<file path="src/rtl/ex_stage.sv">
// ex_stage: execute stage of the veriRISCV core.
// Operand forwarding from MEM/WB, immediate sign-extension and a single-cycle ALU.
// The iterative RV32M multiply/divide unit is built only when VERIRISCV_MULDIV_EN
// is defined. Without it, M-extension ops come back as illegal instructions.
module ex_stage #(
  parameter int XLEN      = 32,
  parameter int IMM_WIDTH = 20,
  parameter int RF_AW     = 5,
  parameter int ALU_OP_W  = 4
) (
  input  logic                 clk,
  input  logic                 rst_n,
  input  logic                 id2ex_reg_wen,
  input  logic [RF_AW-1:0]     id2ex_reg_waddr,
  input  logic [XLEN-1:0]      id2ex_reg_rs1_data,
  input  logic [XLEN-1:0]      id2ex_reg_rs2_data,
  input  logic [IMM_WIDTH-1:0] id2ex_imm_value,
  input  logic [ALU_OP_W-1:0]  id2ex_alu_op,
  input  logic                 id2ex_sel_imm,
  input  logic                 id2ex_rs1_forward_from_mem,
  input  logic                 id2ex_rs1_forward_from_wb,
  input  logic                 id2ex_rs2_forward_from_mem,
  input  logic                 id2ex_rs2_forward_from_wb,
  input  logic                 id2ex_ill_instr,
  input  logic                 id2ex_md_req,
  input  logic [2:0]           id2ex_md_op,
  input  logic [XLEN-1:0]      wb_reg_wdata,
  input  logic                 ex_flush,
  output logic                 ex_stall,
  output logic                 ex2mem_reg_wen,
  output logic [RF_AW-1:0]     ex2mem_reg_waddr,
  output logic [XLEN-1:0]      ex2mem_alu_out,
  output logic                 ex2mem_ill_instr
);
  localparam int SHW = $clog2(XLEN);

  localparam logic [ALU_OP_W-1:0] ALU_ADD  = ALU_OP_W'(0);
  localparam logic [ALU_OP_W-1:0] ALU_SUB  = ALU_OP_W'(1);
  localparam logic [ALU_OP_W-1:0] ALU_SLL  = ALU_OP_W'(2);
  localparam logic [ALU_OP_W-1:0] ALU_SLT  = ALU_OP_W'(3);
  localparam logic [ALU_OP_W-1:0] ALU_SLTU = ALU_OP_W'(4);
  localparam logic [ALU_OP_W-1:0] ALU_XOR  = ALU_OP_W'(5);
  localparam logic [ALU_OP_W-1:0] ALU_SRL  = ALU_OP_W'(6);
  localparam logic [ALU_OP_W-1:0] ALU_SRA  = ALU_OP_W'(7);
  localparam logic [ALU_OP_W-1:0] ALU_OR   = ALU_OP_W'(8);
  localparam logic [ALU_OP_W-1:0] ALU_AND  = ALU_OP_W'(9);

  logic [XLEN-1:0] rs1_fwd;
  logic [XLEN-1:0] rs2_fwd;
  logic [XLEN-1:0] imm_sext;
  logic [XLEN-1:0] op1;
  logic [XLEN-1:0] alu_res;
  logic [SHW-1:0]  shamt;

  // Operand selection: MEM forwarding beats WB forwarding beats the register file
  always_comb begin
    if (id2ex_rs1_forward_from_mem) rs1_fwd = ex2mem_alu_out;
    else if (id2ex_rs1_forward_from_wb) rs1_fwd = wb_reg_wdata;
    else rs1_fwd = id2ex_reg_rs1_data;
    if (id2ex_rs2_forward_from_mem) rs2_fwd = ex2mem_alu_out;
    else if (id2ex_rs2_forward_from_wb) rs2_fwd = wb_reg_wdata;
    else rs2_fwd = id2ex_reg_rs2_data;
    imm_sext = {{(XLEN-IMM_WIDTH){id2ex_imm_value[IMM_WIDTH-1]}}, id2ex_imm_value};
    if (id2ex_sel_imm) op1 = imm_sext;
    else op1 = rs2_fwd;
  end

  assign shamt = op1[SHW-1:0];

  // Single-cycle ALU
  always_comb begin
    alu_res = '0;
    case (id2ex_alu_op)
      ALU_ADD:  alu_res = rs1_fwd + op1;
      ALU_SUB:  alu_res = rs1_fwd - op1;
      ALU_SLL:  alu_res = rs1_fwd << shamt;
      ALU_SLT:  alu_res = {{(XLEN-1){1'b0}}, ($signed(rs1_fwd) < $signed(op1))};
      ALU_SLTU: alu_res = {{(XLEN-1){1'b0}}, (rs1_fwd < op1)};
      ALU_XOR:  alu_res = rs1_fwd ^ op1;
      ALU_SRL:  alu_res = rs1_fwd >> shamt;
      ALU_SRA:  alu_res = $unsigned($signed(rs1_fwd) >>> shamt);
      ALU_OR:   alu_res = rs1_fwd | op1;
      ALU_AND:  alu_res = rs1_fwd & op1;
      default:  alu_res = '0;
    endcase
  end

`ifdef VERIRISCV_MULDIV_EN
  localparam logic [2:0] MD_MUL    = 3'd0;
  localparam logic [2:0] MD_MULH   = 3'd1;
  localparam logic [2:0] MD_MULHSU = 3'd2;
  localparam logic [2:0] MD_MULHU  = 3'd3;
  localparam logic [2:0] MD_DIV    = 3'd4;
  localparam logic [2:0] MD_DIVU   = 3'd5;
  localparam logic [2:0] MD_REM    = 3'd6;
  localparam logic [2:0] MD_REMU   = 3'd7;
  localparam logic [XLEN-1:0] MOST_NEG = {1'b1, {(XLEN-1){1'b0}}};

  typedef enum logic [1:0] {MD_IDLE, MD_BUSY, MD_DONE} md_state_e;

  md_state_e         state_q, state_d;
  logic [SHW-1:0]    cnt_q, cnt_d;
  // acc: {partial product high, multiplier} or {partial remainder, dividend/quotient}
  logic [2*XLEN-1:0] acc_q, acc_d;
  logic [XLEN-1:0]   mcand_q, mcand_d;
  logic [XLEN-1:0]   dvd_q, dvd_d;
  logic [2:0]        op_q, op_d;
  logic              neg_q, neg_d;
  logic              div0_q, div0_d;
  logic              ovf_q, ovf_d;

  logic              a_neg, b_neg;
  logic [XLEN-1:0]   abs_a, abs_b;
  logic [XLEN:0]     mul_sum;
  logic [2*XLEN-1:0] mul_step;
  logic [XLEN:0]     div_shift, div_diff;
  logic [2*XLEN-1:0] div_step;
  logic [2*XLEN-1:0] prod_fix;
  logic [XLEN-1:0]   quo_fix, rem_fix;
  logic [XLEN-1:0]   md_result;

  // Operand signs and magnitudes for the op being issued
  always_comb begin
    a_neg = rs1_fwd[XLEN-1] & ((id2ex_md_op == MD_MULH) | (id2ex_md_op == MD_MULHSU) |
                               (id2ex_md_op == MD_DIV)  | (id2ex_md_op == MD_REM));
    b_neg = rs2_fwd[XLEN-1] & ((id2ex_md_op == MD_MULH) | (id2ex_md_op == MD_DIV) |
                               (id2ex_md_op == MD_REM));
    if (a_neg) abs_a = -rs1_fwd;
    else abs_a = rs1_fwd;
    if (b_neg) abs_b = -rs2_fwd;
    else abs_b = rs2_fwd;
  end

  // One iteration of shift-add multiply and restoring divide on the magnitudes
  always_comb begin
    mul_sum   = {1'b0, acc_q[2*XLEN-1:XLEN]} + (acc_q[0] ? {1'b0, mcand_q} : {(XLEN+1){1'b0}});
    mul_step  = {mul_sum, acc_q[XLEN-1:1]};
    div_shift = {acc_q[2*XLEN-1:XLEN], acc_q[XLEN-1]};
    div_diff  = div_shift - {1'b0, mcand_q};
    if (!div_diff[XLEN]) div_step = {div_diff[XLEN-1:0], acc_q[XLEN-2:0], 1'b1};
    else div_step = {div_shift[XLEN-1:0], acc_q[XLEN-2:0], 1'b0};
  end

  // MD FSM next state: accept in IDLE, XLEN iterations in BUSY, result in DONE
  always_comb begin
    state_d = state_q;
    cnt_d   = cnt_q;
    acc_d   = acc_q;
    mcand_d = mcand_q;
    dvd_d   = dvd_q;
    op_d    = op_q;
    neg_d   = neg_q;
    div0_d  = div0_q;
    ovf_d   = ovf_q;
    if (ex_flush) begin
      state_d = MD_IDLE;
    end else begin
      case (state_q)
        MD_IDLE: begin
          if (id2ex_md_req) begin
            state_d = MD_BUSY;
            cnt_d   = SHW'(XLEN-1);
            op_d    = id2ex_md_op;
            acc_d   = {{XLEN{1'b0}}, abs_a};
            mcand_d = abs_b;
            dvd_d   = rs1_fwd;
            // remainder takes the dividend's sign, everything else the xor
            if ((id2ex_md_op == MD_REM) || (id2ex_md_op == MD_REMU)) neg_d = a_neg;
            else neg_d = a_neg ^ b_neg;
            div0_d  = id2ex_md_op[2] & (rs2_fwd == '0);
            ovf_d   = (id2ex_md_op == MD_DIV || id2ex_md_op == MD_REM) &
                      (rs1_fwd == MOST_NEG) & (rs2_fwd == '1);
          end else begin
            state_d = MD_IDLE;
          end
        end
        MD_BUSY: begin
          if (op_q[2]) acc_d = div_step;
          else acc_d = mul_step;
          if (cnt_q == '0) state_d = MD_DONE;
          else cnt_d = cnt_q - SHW'(1);
        end
        MD_DONE: state_d = MD_IDLE;
        default: state_d = MD_IDLE;
      endcase
    end
  end

  // MD state and datapath registers
  always_ff @(posedge clk or negedge rst_n) begin
    if (!rst_n) begin
      state_q <= MD_IDLE;
      cnt_q   <= '0;
      acc_q   <= '0;
      mcand_q <= '0;
      dvd_q   <= '0;
      op_q    <= 3'd0;
      neg_q   <= 1'b0;
      div0_q  <= 1'b0;
      ovf_q   <= 1'b0;
    end else begin
      state_q <= state_d;
      cnt_q   <= cnt_d;
      acc_q   <= acc_d;
      mcand_q <= mcand_d;
      dvd_q   <= dvd_d;
      op_q    <= op_d;
      neg_q   <= neg_d;
      div0_q  <= div0_d;
      ovf_q   <= ovf_d;
    end
  end

  // Sign fix-up and special-case override of the finished result
  always_comb begin
    prod_fix = neg_q ? -acc_q : acc_q;
    quo_fix  = neg_q ? -acc_q[XLEN-1:0] : acc_q[XLEN-1:0];
    rem_fix  = neg_q ? -acc_q[2*XLEN-1:XLEN] : acc_q[2*XLEN-1:XLEN];
    case (op_q)
      MD_MUL:                       md_result = prod_fix[XLEN-1:0];
      MD_MULH, MD_MULHSU, MD_MULHU: md_result = prod_fix[2*XLEN-1:XLEN];
      MD_DIV, MD_DIVU:              md_result = div0_q ? '1 : (ovf_q ? dvd_q : quo_fix);
      MD_REM, MD_REMU:              md_result = div0_q ? dvd_q : (ovf_q ? '0 : rem_fix);
      default:                      md_result = '0;
    endcase
  end

  assign ex_stall = rst_n & id2ex_md_req & (state_q != MD_DONE) & ~ex_flush;
`else
  logic unused_md_op;
  assign unused_md_op = ^id2ex_md_op;
  assign ex_stall     = 1'b0;
`endif

  // EX/MEM register: bubble on stall or flush, otherwise ALU or MD result
  always_ff @(posedge clk or negedge rst_n) begin
    if (!rst_n) begin
      ex2mem_reg_wen   <= 1'b0;
      ex2mem_reg_waddr <= '0;
      ex2mem_alu_out   <= '0;
      ex2mem_ill_instr <= 1'b0;
    end else if (ex_flush || ex_stall) begin
      ex2mem_reg_wen   <= 1'b0;
      ex2mem_ill_instr <= 1'b0;
    end else if (id2ex_md_req) begin
`ifdef VERIRISCV_MULDIV_EN
      ex2mem_reg_wen   <= id2ex_reg_wen;
      ex2mem_reg_waddr <= id2ex_reg_waddr;
      ex2mem_alu_out   <= md_result;
      ex2mem_ill_instr <= id2ex_ill_instr;
`else
      ex2mem_reg_wen   <= 1'b0;
      ex2mem_reg_waddr <= id2ex_reg_waddr;
      ex2mem_alu_out   <= '0;
      ex2mem_ill_instr <= 1'b1;
`endif
    end else begin
      ex2mem_reg_wen   <= id2ex_reg_wen;
      ex2mem_reg_waddr <= id2ex_reg_waddr;
      ex2mem_alu_out   <= alu_res;
      ex2mem_ill_instr <= id2ex_ill_instr;
    end
  end

endmodule

</file>
<file path="config.mk">
export PLATFORM = sky130hd
export DESIGN_NAME = ex_stage
export DESIGN_NICKNAME = d
export VERILOG_FILES = /design/src/rtl/ex_stage.sv
export SDC_FILE = /design/constraint.sdc
export NUM_CORES = 1
export LEC_CHECK = 0
export ABC_CLOCK_PERIOD_IN_PS = 10270
export CAP_MARGIN = 25
export CORE_MARGIN = 2
export CORE_UTILIZATION = 40
export DETAILED_ROUTE_END_ITERATION = 16
export SYNTH_ARGS = -nofsm -noshare
export SYNTH_HDL_FRONTEND = slang
export SYNTH_SLANG_ARGS = --single-unit
export TNS_END_PERCENT = 50
</file>
<file path="constraint.sdc">
create_clock -name clk -period 10.27 [get_ports clk]
set_input_delay 1.5405 -clock clk [delete_from_list [all_inputs] [get_ports clk]]
set_output_delay 1.5405 -clock clk [all_outputs]
set_load 0.02 [all_outputs]
</file>
* After elaboration in Yosys (flattened, before gate mapping)
Index checks and enable logic that the tools add are counted.
Storage, ports and cells: register bits after elaboration 39, bits in latches 0, bits in writable memories 0, memory bits (read-only) 0, bits of input ports 139, output and inout bits 40, logic and storage cells 35, memories kept 0
Cells by class: $add $sub $neg 2, multiply operators 0, div/mod/pow operators 0, $lt $le $gt $ge 2, equality and inequality tests 9, shifts and indexed selects 3, multiplexer cells 11, bitwise logic cells 3, reduce and logical (&&, ||, !) cells 1
Operator list (number):
- $pmux 32 s10 | 1
- $mux 32 | 6
- $lt 32x32->1 | 2
- $add 32x32->32 | 1
- $and 32x32->32 | 1
- $or 32x32->32 | 1
- $shl 32x5->32 | 1
- $shr 32x5->32 | 1
- $sshr 32x5->32 | 1
- $sub 32x32->32 | 1
- $xor 32x32->32 | 1
- $eq 4x3->1 const B | 4
- $eq 4x2->1 const B | 2
- $eq 4x4->1 const B | 2
- $eq 4x1->1 const B | 1
- $logic_not 4->1 | 1
- $mux 1 | 4

* Longest topological paths before layout
Gate-level depths: netlist of run 1.
word-level depth 6, depth in mapped cells 19, mapped depth without buffers 15

* Worst setup path after synthesis of run 1
No wires, ideal clock.
path type input port to flip-flop, start input id2ex_rs2_forward_from_wb, end register ex2mem_alu_out[28], arrival 5688 ps, path slack 4502 ps, cell stages on the path 17, path buffers 6, cell sequence buf_2 clkbuf_1 mux2_1 o221ai_2 buf_2 buf_2 buf_1 ha_1 clkbuf_1 or4_4 o211a_1 a2111o_1 a31oi_2 a211oi_1 xnor2_1 o2111ai_1 a2bb2oi_1
On the way: cells in the longest elaborated chain, start to end 6, elaborated cells between the ends (all ways) 13
Ends and longest elaborated chain:
- from (decl) | line 23 | input logic id2ex_rs2_forward_from_wb,
- $mux 32 * | line 61 | else if (id2ex_rs2_forward_from_wb) rs2_fwd = wb_reg_wdata;
- $mux 32 * | line 60 | if (id2ex_rs2_forward_from_mem) rs2_fwd = ex2mem_alu_out;
- $mux 32 * | line 64 | if (id2ex_sel_imm) op1 = imm_sext;
- $sub 32x32->32, or another cell as far along | line 75 | ALU_SUB: alu_res = rs1_fwd - op1;
- $pmux 32 s10 * | line 73 | case (id2ex_alu_op)
- $mux 32 * | line 245 | end else if (id2ex_md_req) begin
- to (signal assigned) | line 260 | ex2mem_alu_out <= alu_res;
- to (decl) | line 32 | output logic [XLEN-1:0] ex2mem_alu_out,
Mark *: on every way between the ends. The rest lies on a longest branch, timed or not. A chain may end at the register's enable or synchronous reset.

* Final worst setup path of run 1
Same ends and word-level chain as after synthesis.

==> results of run 1 <==
-- power by group through the flow --
stage,registers [mW],logic (mW),clock network (mW)
floorplan,0.195,0.662,0
global placement,0.184,1.02,0
detailed placement,0.184,1.02,0
CTS,0.181,1.03,0.209
global route,0.184,1.13,0.213
finish,0.181,1.07,0.209
-- registers in the layout, indices dropped and copies added, names as in the netlist --
register          cells
ex2mem_reg_wen        1
ex2mem_alu_out       32
ex2mem_reg_waddr      5
ex2mem_ill_instr      1
-- layer usage --
layer	track usage	vias to the layer above
met5	0	-
met4	0.247	0
met3	0.0699	281
met2	0.614	1066
met1	0.466	7240
li1	-	6900
-- final cells by class --
| cell class | count | area (um^2) | area share |
|---|---|---|---|
| clock buffers | 5 | 125 | 0.00868 |
| clock inverters | 3 | 43.8 | 0.00304 |
| inverters | 91 | 344 | 0.0239 |
| multi-input cells | 1527 | 10400 | 0.722 |
| flip-flops and latches | 39 | 976 | 0.0677 |
| well taps | 396 | 495 | 0.0344 |
| repair buffers | 217 | 2030 | 0.141 |
-- cell families (layout without fill, tap and decap cells) --
family                     count (synthesis)  after routing
xor gates and xnor gates                  13             13
AOI/OAI and AO/OA                        669            669
other                                      1              1
muxes                                    166            166
buffers and inverters                    237            316
DFF                                       39             39
and+or+nand+nor                          575            575
adders and majority gates                103            103
-- synth_stat cells (12+ instances only) --
| cell | count | share of area |
|---|---|---|
| mux2i_1 | 137 | 0.11 |
| a21oi_1 | 129 | 0.052 |
| ha_1 | 101 | 0.10 |
| a31oi_1 | 23 | 0.012 |
| nor2b_1 | 43 | 0.022 |
| nor4_1 | 16 | 0.0081 |
| nand2_1 | 177 | 0.054 |
| a21o_1 | 14 | 0.0085 |
| o21bai_1 | 12 | 0.0073 |
| buf_1 | 13 | 0.0040 |
| a2111oi_0 | 12 | 0.0085 |
| o22ai_1 | 34 | 0.017 |
| nor2_1 | 186 | 0.057 |
| buf_2 | 32 | 0.013 |
| inv_1 | 84 | 0.026 |
| clkbuf_1 | 88 | 0.027 |
| nand2b_1 | 22 | 0.011 |
| mux2_2 | 23 | 0.021 |
| a22oi_1 | 13 | 0.0079 |
| o31a_1 | 29 | 0.021 |
| nor3_1 | 38 | 0.015 |
| o21ai_1 | 25 | 0.010 |
| o21ai_0 | 113 | 0.046 |
| a211oi_1 | 75 | 0.046 |
| xnor2_1 | 12 | 0.0085 |
| dfrtp_1 | 39 | 0.079 |
| nand3_1 | 42 | 0.017 |
| o221ai_1 | 13 | 0.0092 |
| o211ai_1 | 38 | 0.023 |
| a221oi_1 | 22 | 0.016 |
-- cells in the final DEF (no fill, tap or decap), drive strengths merged, types with 38 or more instances in the layout --
master and count:
a211oi 75, a21oi 129, buf 50, clkdlybuf4s50 167
dfrtp 39, ha 101, inv 88, mux2i 138
nand2 177, nand3 42, nor2 186, nor2b 43
nor3 38, o211ai 38, o21ai 138
-- final timing paths --
check,end,slack [ns],cells past startpoint
max,ex2mem_alu_out[28],3.02,18
min,ex2mem_reg_waddr[4],0.51,1
max reg2reg,ex2mem_alu_out[28],4.50,16
min reg2reg,ex2mem_reg_waddr[4],0.51,1
max in group asynchronous,ex2mem_alu_out[16],8.45,2
min in group asynchronous,ex2mem_reg_wen,1.35,2
==> flow_metrics.tcl, run 1 <==
set metrics [dict create \
    status "complete, no violations" \
    synthAdderAreaFrac 0.106 \
    port_buffers 174 \
    place_hpwl_mm 48.1 \
    start_kind "input pin" \
    top_layer "met4" \
    p_leak_nw 5.88 \
    drive_above_1_share 0.0579 \
    power_mw 1.46 \
    clkLatencyLatePin_ns 0.31 \
    syn_nets 2045 \
    p_int_mw 0.652 \
    wl_met1_mm 24.7 \
    fin_skew_ns 0.00861 \
    rsz0062_at_grt "no" \
    power_frac_seq 0.125 \
    worstSetupPathType "input pin to flip-flop" \
    fillerInstances 3178 \
    dpl_cell_area_um2 14300 \
    grt_pass1_wl_mm 94.6 \
    initial_core_util 0.404 \
    synth_flop_cell "dfrtp_1" \
    cts_buffer_depth 2 \
    vias 15500 \
    grt_pass1_vias 14800 \
    grt_overflow_total 0 \
    critical_path.startpoint "id2ex_rs2_forward_from_wb" \
    fin_setup_tns_ns 0 \
    post_cts_resized 0 \
    setup.worst_path.end_class "flip-flop" \
    crit_chain "buf_2, buf_4, mux2i_1, a221o_2, buf_4, inv_2, ha_1, inv_1, fa_1, o21ba_2, or4_4, o211a_1, a2111o_1, a31oi_2, a211oi_1, xnor2_1, o2111ai_1, a2bb2oi_1" \
    final_cells 2278 \
    synthMuxAreaShare 0.138 \
    rows 64 \
    ant_nets 0 \
    switchingPower_mw 0.804 \
    r2r-start "ex2mem_alu_out[0]" \
    dpl_worst_slack_ns 2.85 \
    cp.required_ns 10.51 \
    path_max_fanout 62 \
    slew_headroom 0.157 \
    cp.buffers_inverters 5 \
    power_frac_clock 0.144 \
    synth_edf_count 0 \
    post_cts_buffers 0 \
    synth-xor-area-share 0.00923 \
    htree_levels 2 \
    p_per_area_nw_per_um2 101 \
    antenna_found_initial 0 \
    utilization 0.473 \
    cts_buffers 5 \
    cts_sinks 39 \
    slew_viol_final 0 \
    ios 179 \
    wl_met3_mm 6.30 \
    final_nets 2123 \
    synth-seq-cells 39 \
    placed_cells 2270 \
    wl_per_cell_um 28.3 \
    yosysSeqAreaShare 0.0792 \
    cts_root_buf "clkbuf_16" \
    clkSlewWorstSetupHoldPaths_ns 0.08 \
    vias_per_cell 6.80 \
    layout_setup_ws_ns 3.02 \
    place.gp.congestion 1.04 \
    finalHoldViolCount 0 \
    synth_compound_area_frac 0.373 \
    yosysUniqueCellTypes 92 \
    die_x_um 180 \
    crit_path_top_delay_cell "inv_2" \
    grt_usage 0.381 \
    period_minus_slack_ns 7.25 \
    syn-instance-count 1803 \
    max_stage_delay_ns 0.79 \
    area_delta_synth_final_pct 17.0 \
    synth.avg_cell_area_um2 6.84 \
    path_delay_family "compound AO/OA/AOI/OAI gates" \
    totalWireLength_mm 64.5 \
    min_path_type "flip-flop to flip-flop" \
    drv_cap 0 \
    design_area_um2 14400 \
    ys.warnings.count 0 \
    grt_max_degree 74 \
    cp.arrival_ns 7.49 \
    holdWs_ns 0.510 \
    fmax_ghz 0.138 \
    die_h_um 180 \
    tightestPinTransition_ns 1.26 \
    worstHoldStart "ex2mem_reg_waddr[4]" \
    firstDrtPassIters 8 \
    synth_top_family_by_area "compound AO/OA/AOI/OAI gates" \
    fin_crit_sh 0.706 \
    die-area_um2 32200 \
    power_frac_comb 0.732 \
    crit_top_cell "buf_4" \
    cts_tree "yes" \
    core_area_um2 30500 \
    p_sw_frac 0.552 \
    setup_viol 0 \
    drc_errors 0 \
    syn_area_um2 12300 \
    antenna_cells 0 \
    ir_worst_vdd_v 0.0000594 \
    dr_wl_met2_mm 28.3 \
    ctsHoldBuffers 0 \
    drtIter0Drc 2206 \
    synthArstFlopShare 1.00 \
    yosys.area_share.simple 0.214 \
]
Power figures use the tool's default switching activity.
==> inputs of run 2 (changes only) <==
--- a/config.mk
+++ b/config.mk
@@ -5,7 +5,7 @@
 export SDC_FILE = /design/constraint.sdc
 export NUM_CORES = 1
 export LEC_CHECK = 0
-export ABC_CLOCK_PERIOD_IN_PS = 10270
+export ABC_CLOCK_PERIOD_IN_PS = 7300
 export CAP_MARGIN = 25
 export CORE_MARGIN = 2
 export CORE_UTILIZATION = 40
==> constraint.sdc (replaced) <==
create_clock -name clk -period 7.3 [get_ports clk]
set_input_delay 1.095 -clock clk [delete_from_list [all_inputs] [get_ports clk]]
set_output_delay 1.095 -clock clk [all_outputs]
set_load 0.02 [all_outputs]
==> flow_metrics.tcl, run 2 (synthesis gave the netlist of run 1 again) <==
set metrics [dict create \
    tightestPinTransition_ns 1.07 \
    grt_pass1_vias 14600 \
    cts_sinks 39 \
    vias_per_cell 6.70 \
    slew_viol_final 0 \
    largest_registers "ex2mem_alu_out x32, ex2mem_reg_waddr x5" \
    grt_overflow_total 0 \
    drtIter0Drc 1810 \
    ant_nets 0 \
    design_area_um2 14500 \
    fin_setup_tns_ns 0 \
    utilization 0.477 \
    place.gp.congestion 1.06 \
    r2r_cells 12 \
    hold_depth 1 \
    status "complete, no violations" \
    finalHoldViolCount 0 \
    period_minus_slack_ns 6.07 \
    cp.arrival_ns 6.30 \
    ir_worst_vdd_v 0.0000823 \
    final_cell_mix "185 x nor2_1, 177 x nand2_1, 167 x clkdlybuf4s50_1, 137 x mux2i_1, 129 x a21oi_1" \
    ctsHoldBuffers 0 \
    cp.required_ns 7.53 \
    slew_headroom 0.281 \
    ios 179 \
    drv_cap 0 \
    r2r_slack_ns 2.24 \
    r2r-end "ex2mem_alu_out[31]" \
    die-area_um2 32200 \
    totalWireLength_mm 66.6 \
    grt_max_degree 71 \
    fmax_ghz 0.165 \
    dpl_cell_area_um2 14400 \
    worstSetupPathType "input pin to flip-flop" \
    grt_pass1_wl_mm 98.3 \
    cts_root_buf "clkbuf_16" \
    p_per_area_nw_per_um2 143 \
    start_kind "input pin" \
    die_h_um 180 \
    cts_buffer_depth 2 \
    clkSlewWorstSetupHoldPaths_ns 0.08 \
    cts_buffers 5 \
    min_to "ex2mem_reg_waddr[3]" \
    area_delta_synth_final_pct 17.9 \
    wl_per_cell_um 29.0 \
    antenna_found_initial 1 \
    fin_skew_ns 0.0122 \
    place_hpwl_mm 51.2 \
    vias 15400 \
    rsz0062_at_grt "no" \
    antenna_cells 0 \
    core_area_um2 30500 \
    largest_reg_flops 32 \
    p_leak_nw 5.96 \
    regMostFlops "ex2mem_alu_out" \
    r2r-start "ex2mem_alu_out[4]" \
    post_cts_buffers 0 \
    grt_usage 0.399 \
    setup_viol 0 \
    drive_above_1_share 0.0659 \
    drc_errors 0 \
    final_common_cell "nor2_1" \
    port_buffers 174 \
    fin_crit_sh 0.832 \
    firstDrtPassIters 6 \
    post_cts_resized 0 \
    die_x_um 180 \
    setup.worst_path.end_class "flip-flop" \
    path_max_fanout 10 \
    final_nets 2139 \
    cts_tree "yes" \
    initial_core_util 0.404 \
    clkLatencyLatePin_ns 0.31 \
    worstHoldStart "ex2mem_reg_waddr[3]" \
    htree_levels 2 \
    min_path_type "flip-flop to flip-flop" \
    rows 64 \
]
## run 2: report_power, final
part           switching (mW)  internal (mW)
clock network           0.127          0.162
logic                   0.996          0.533
registers              0.0221          0.233
total                    1.14          0.929
## run 2: stage by stage
step / power, mW / worst slack (ns) / hold WS (ns) / std cells
6_report: 2.07 / 1.23 / 0.512 / 2294
5_1_grt: 2.18 / 1.09 / 0.523 / 2294
4_1_cts: 2.03 / 1.48 / 0.514 / 2294
3_5_place_dp: 1.73 / 1.19 / 0.496 / 2286
3_3_place_gp: 1.73 / 1.23 / 0.487 / 2285
2_1_floorplan: 1.21 / 1.98 / 0.625 / 1803
## run 2: final cells by class
| class | count | area, um^2 |
|---|---|---|
| Tap cell | 396 | 495 |
| Clock inverter | 3 | 43.8 |
| Timing Repair Buffer | 233 | 2150 |
| Inverter | 91 | 344 |
| Fill cell | 3204 | 16000 |
| Multi-Input combinational cell | 1527 | 10400 |
| Sequential cell | 39 | 976 |
| Clock buffer | 5 | 125 |
## run 2: worst max path at each step
stage               slack, ns                 end                 startpoint
global route             1.09  ex2mem_alu_out[17]            wb_reg_wdata[4]
CTS                      1.48  ex2mem_alu_out[31]            wb_reg_wdata[4]
floorplan                1.98  ex2mem_alu_out[28]  id2ex_rs2_forward_from_wb
detailed placement       1.19  ex2mem_alu_out[27]            wb_reg_wdata[4]
finish                   1.23  ex2mem_alu_out[31]            wb_reg_wdata[4]
global placement         1.23  ex2mem_alu_out[31]            wb_reg_wdata[4]
## run 2: critical path, cell delays in order
cell and delay, ns:
clkdlybuf4s50_1 0.48, mux2i_1 0.08, o21ai_0 0.61, ha_1 0.49
inv_1 0.18, a2111oi_0 0.83, a21oi_1 0.27, o41ai_1 0.95
o21ai_1 0.50, a31oi_1 0.38, nor4_1 0.09, mux2i_1 0.14
a31oi_1 0.20
## run 2: metal layers
metal  GRT usage  vias up  routed length [um]
li1            -     6946                   -
met1       0.503     7247               26600
met2       0.642      965               29600
met3      0.0628      206                5740
met4       0.239        2                4680
met5           0        -                  11
==> inputs of run 3 (changes only) <==
--- a/config.mk
+++ b/config.mk
@@ -5,7 +5,7 @@
 export SDC_FILE = /design/constraint.sdc
 export NUM_CORES = 1
 export LEC_CHECK = 0
-export ABC_CLOCK_PERIOD_IN_PS = 7300
+export ABC_CLOCK_PERIOD_IN_PS = 5100
 export CAP_MARGIN = 25
 export CORE_MARGIN = 2
 export CORE_UTILIZATION = 40
==> constraint.sdc (replaced) <==
create_clock -name clk -period 5.1 [get_ports clk]
set_input_delay 0.765 -clock clk [delete_from_list [all_inputs] [get_ports clk]]
set_output_delay 0.765 -clock clk [all_outputs]
set_load 0.02 [all_outputs]
==> flow_metrics.tcl, run 3 (synthesis gave the netlist of run 1 again) <==
set metrics [dict create \
    status "complete, no violations" \
    initial_core_util 0.404 \
    grt_pass1_vias 15600 \
    period_minus_slack_ns 5.00 \
    cts_buffer_depth 2 \
    antenna_found_initial 0 \
    final_nets 2317 \
    fillerInstances 3083 \
    port_buffers 174 \
    final_common_cell "buf_4" \
    htree_levels 2 \
    antenna_cells 0 \
    crit_chain "clkdlybuf4s50_1, mux2_1, o211a_1, nor2_4, inv_2, ha_1, or2_2, o211ai_1, a21oi_1, o41ai_1, o21ai_1, buf_4, a31oi_1, nor4_1, mux2i_1, a31oi_1" \
    core_area_um2 30500 \
    rows 64 \
    worstHoldStart "ex2mem_reg_waddr[3]" \
    crit_cells 16 \
    holdWs_ns 0.514 \
    cp.arrival_ns 5.20 \
    totalWireLength_mm 69.2 \
    clkLatencyLatePin_ns 0.33 \
    grt_overflow_total 0 \
    grt_max_degree 72 \
    power_mw 3.26 \
    fin_skew_ns 0.00716 \
    largest_reg_flops 32 \
    firstDrtPassIters 6 \
    path_delay_family "compound AO/OA/AOI/OAI gates" \
    cp.required_ns 5.30 \
    dpl_worst_slack_ns -0.0450 \
    ant_nets 0 \
    finalHoldViolCount 0 \
    r2r-start "ex2mem_alu_out[0]" \
    p_leak_nw 6.84 \
    crit_path_top_delay_cell "o41ai_1" \
    drc_errors 0 \
    die_h_um 180 \
    cts_tree "yes" \
    slew_headroom 0.233 \
    cp.buffers_inverters 3 \
    vias_per_cell 6.58 \
    r2r_cells 17 \
    drtIter0Drc 1855 \
    min_path_type "flip-flop to flip-flop" \
    crit_end "ex2mem_alu_out[31]" \
    grt_pass1_wl_mm 102 \
    utilization 0.522 \
    ios 179 \
    fin_crit_sh 0.980 \
    cts_buffers 5 \
    layout_setup_ws_ns 0.0998 \
    fin_setup_tns_ns 0 \
    cts_root_buf "clkbuf_16" \
    ir_worst_vdd_v 0.000133 \
    area_delta_synth_final_pct 29.1 \
    drv_cap 0 \
    cts_sinks 39 \
    tightestPinTransition_ns 1.15 \
    final_cell_mix "234 x buf_4, 185 x nor2_1, 177 x nand2_1, 167 x clkdlybuf4s50_1, 137 x mux2i_1" \
    worstSetupPathType "input pin to flip-flop" \
    path_max_fanout 2 \
    start_kind "input pin" \
    wl_per_cell_um 28.0 \
    crit_top_cell "a31oi_1" \
    fmax_ghz 0.200 \
    grt_usage 0.414 \
    max_stage_delay_ns 0.98 \
    die-area_um2 32200 \
    r2r-end "ex2mem_alu_out[0]" \
    place_hpwl_mm 55.2 \
    post_cts_buffers 0 \
    drive_above_1_share 0.146 \
    place.gp.congestion 1.10 \
    rsz0062_at_grt "no" \
    largest_registers "ex2mem_alu_out x32, ex2mem_reg_waddr x5" \
    die_x_um 180 \
    p_per_area_nw_per_um2 205 \
    r2r_slack_ns 0.76 \
    setup_viol 0 \
    setup.worst_path.end_class "flip-flop" \
    regMostFlops "ex2mem_alu_out" \
    slew_viol_final 0 \
    clkSlewWorstSetupHoldPaths_ns 0.08 \
    vias 16300 \
    critical_path.startpoint "wb_reg_wdata[1]" \
]
-- run 3: layer usage --
layer | vias to the layer above | wire length [um] | global-route usage
met5 | - | 0 | 0
met4 | 0 | 6190 | 0.312
met3 | 275 | 5810 | 0.0685
met2 | 1019 | 30700 | 0.666
met1 | 7672 | 26600 | 0.494
li1 | 7288 | - | -
-- run 3: repair_timing --
action                                 CTS  global route
endpoints found under the hold margin    0             0
gates resized for setup                  0             1
setup endpoints to repair                0             1
hold buffers                             0             0
-- run 3: final cells by class --
cell class | count | area, um^2 | share of cell area
multi-input cells | 1527 | 10400 | 0.654
inverters | 91 | 344 | 0.0216
clock buffers | 6 | 139 | 0.00872
flip-flops and latches | 39 | 976 | 0.0613
clock inverters | 2 | 38.8 | 0.00244
well taps | 396 | 495 | 0.0311
repair buffers | 411 | 3520 | 0.221
-- run 3: where the power goes --
group	switching (mW)	internal [mW]	leakage [nW]
registers	0.0335	0.334	0.522
clock network	0.196	0.248	0.0875
logic	1.49	0.959	6.23
-- run 3: worst min path at each step --
stage	to	slack [ns]	cells after the start
after global placement	ex2mem_reg_waddr[2]	0.49	1
after CTS	ex2mem_reg_waddr[3]	0.51	1
after floorplan	ex2mem_alu_out[0]	0.47	0
after global routing	ex2mem_reg_waddr[0]	0.54	1
after detailed placement	ex2mem_reg_waddr[3]	0.50	1
final	ex2mem_reg_waddr[3]	0.51	1
-- run 3: through the flow --
step,instances,instance area [um^2]
after floorplan,1803,12300
after CTS,2472,15900
after detailed placement,2464,15700
final,2472,15900
after global placement,2464,15700
after global routing,2472,15900
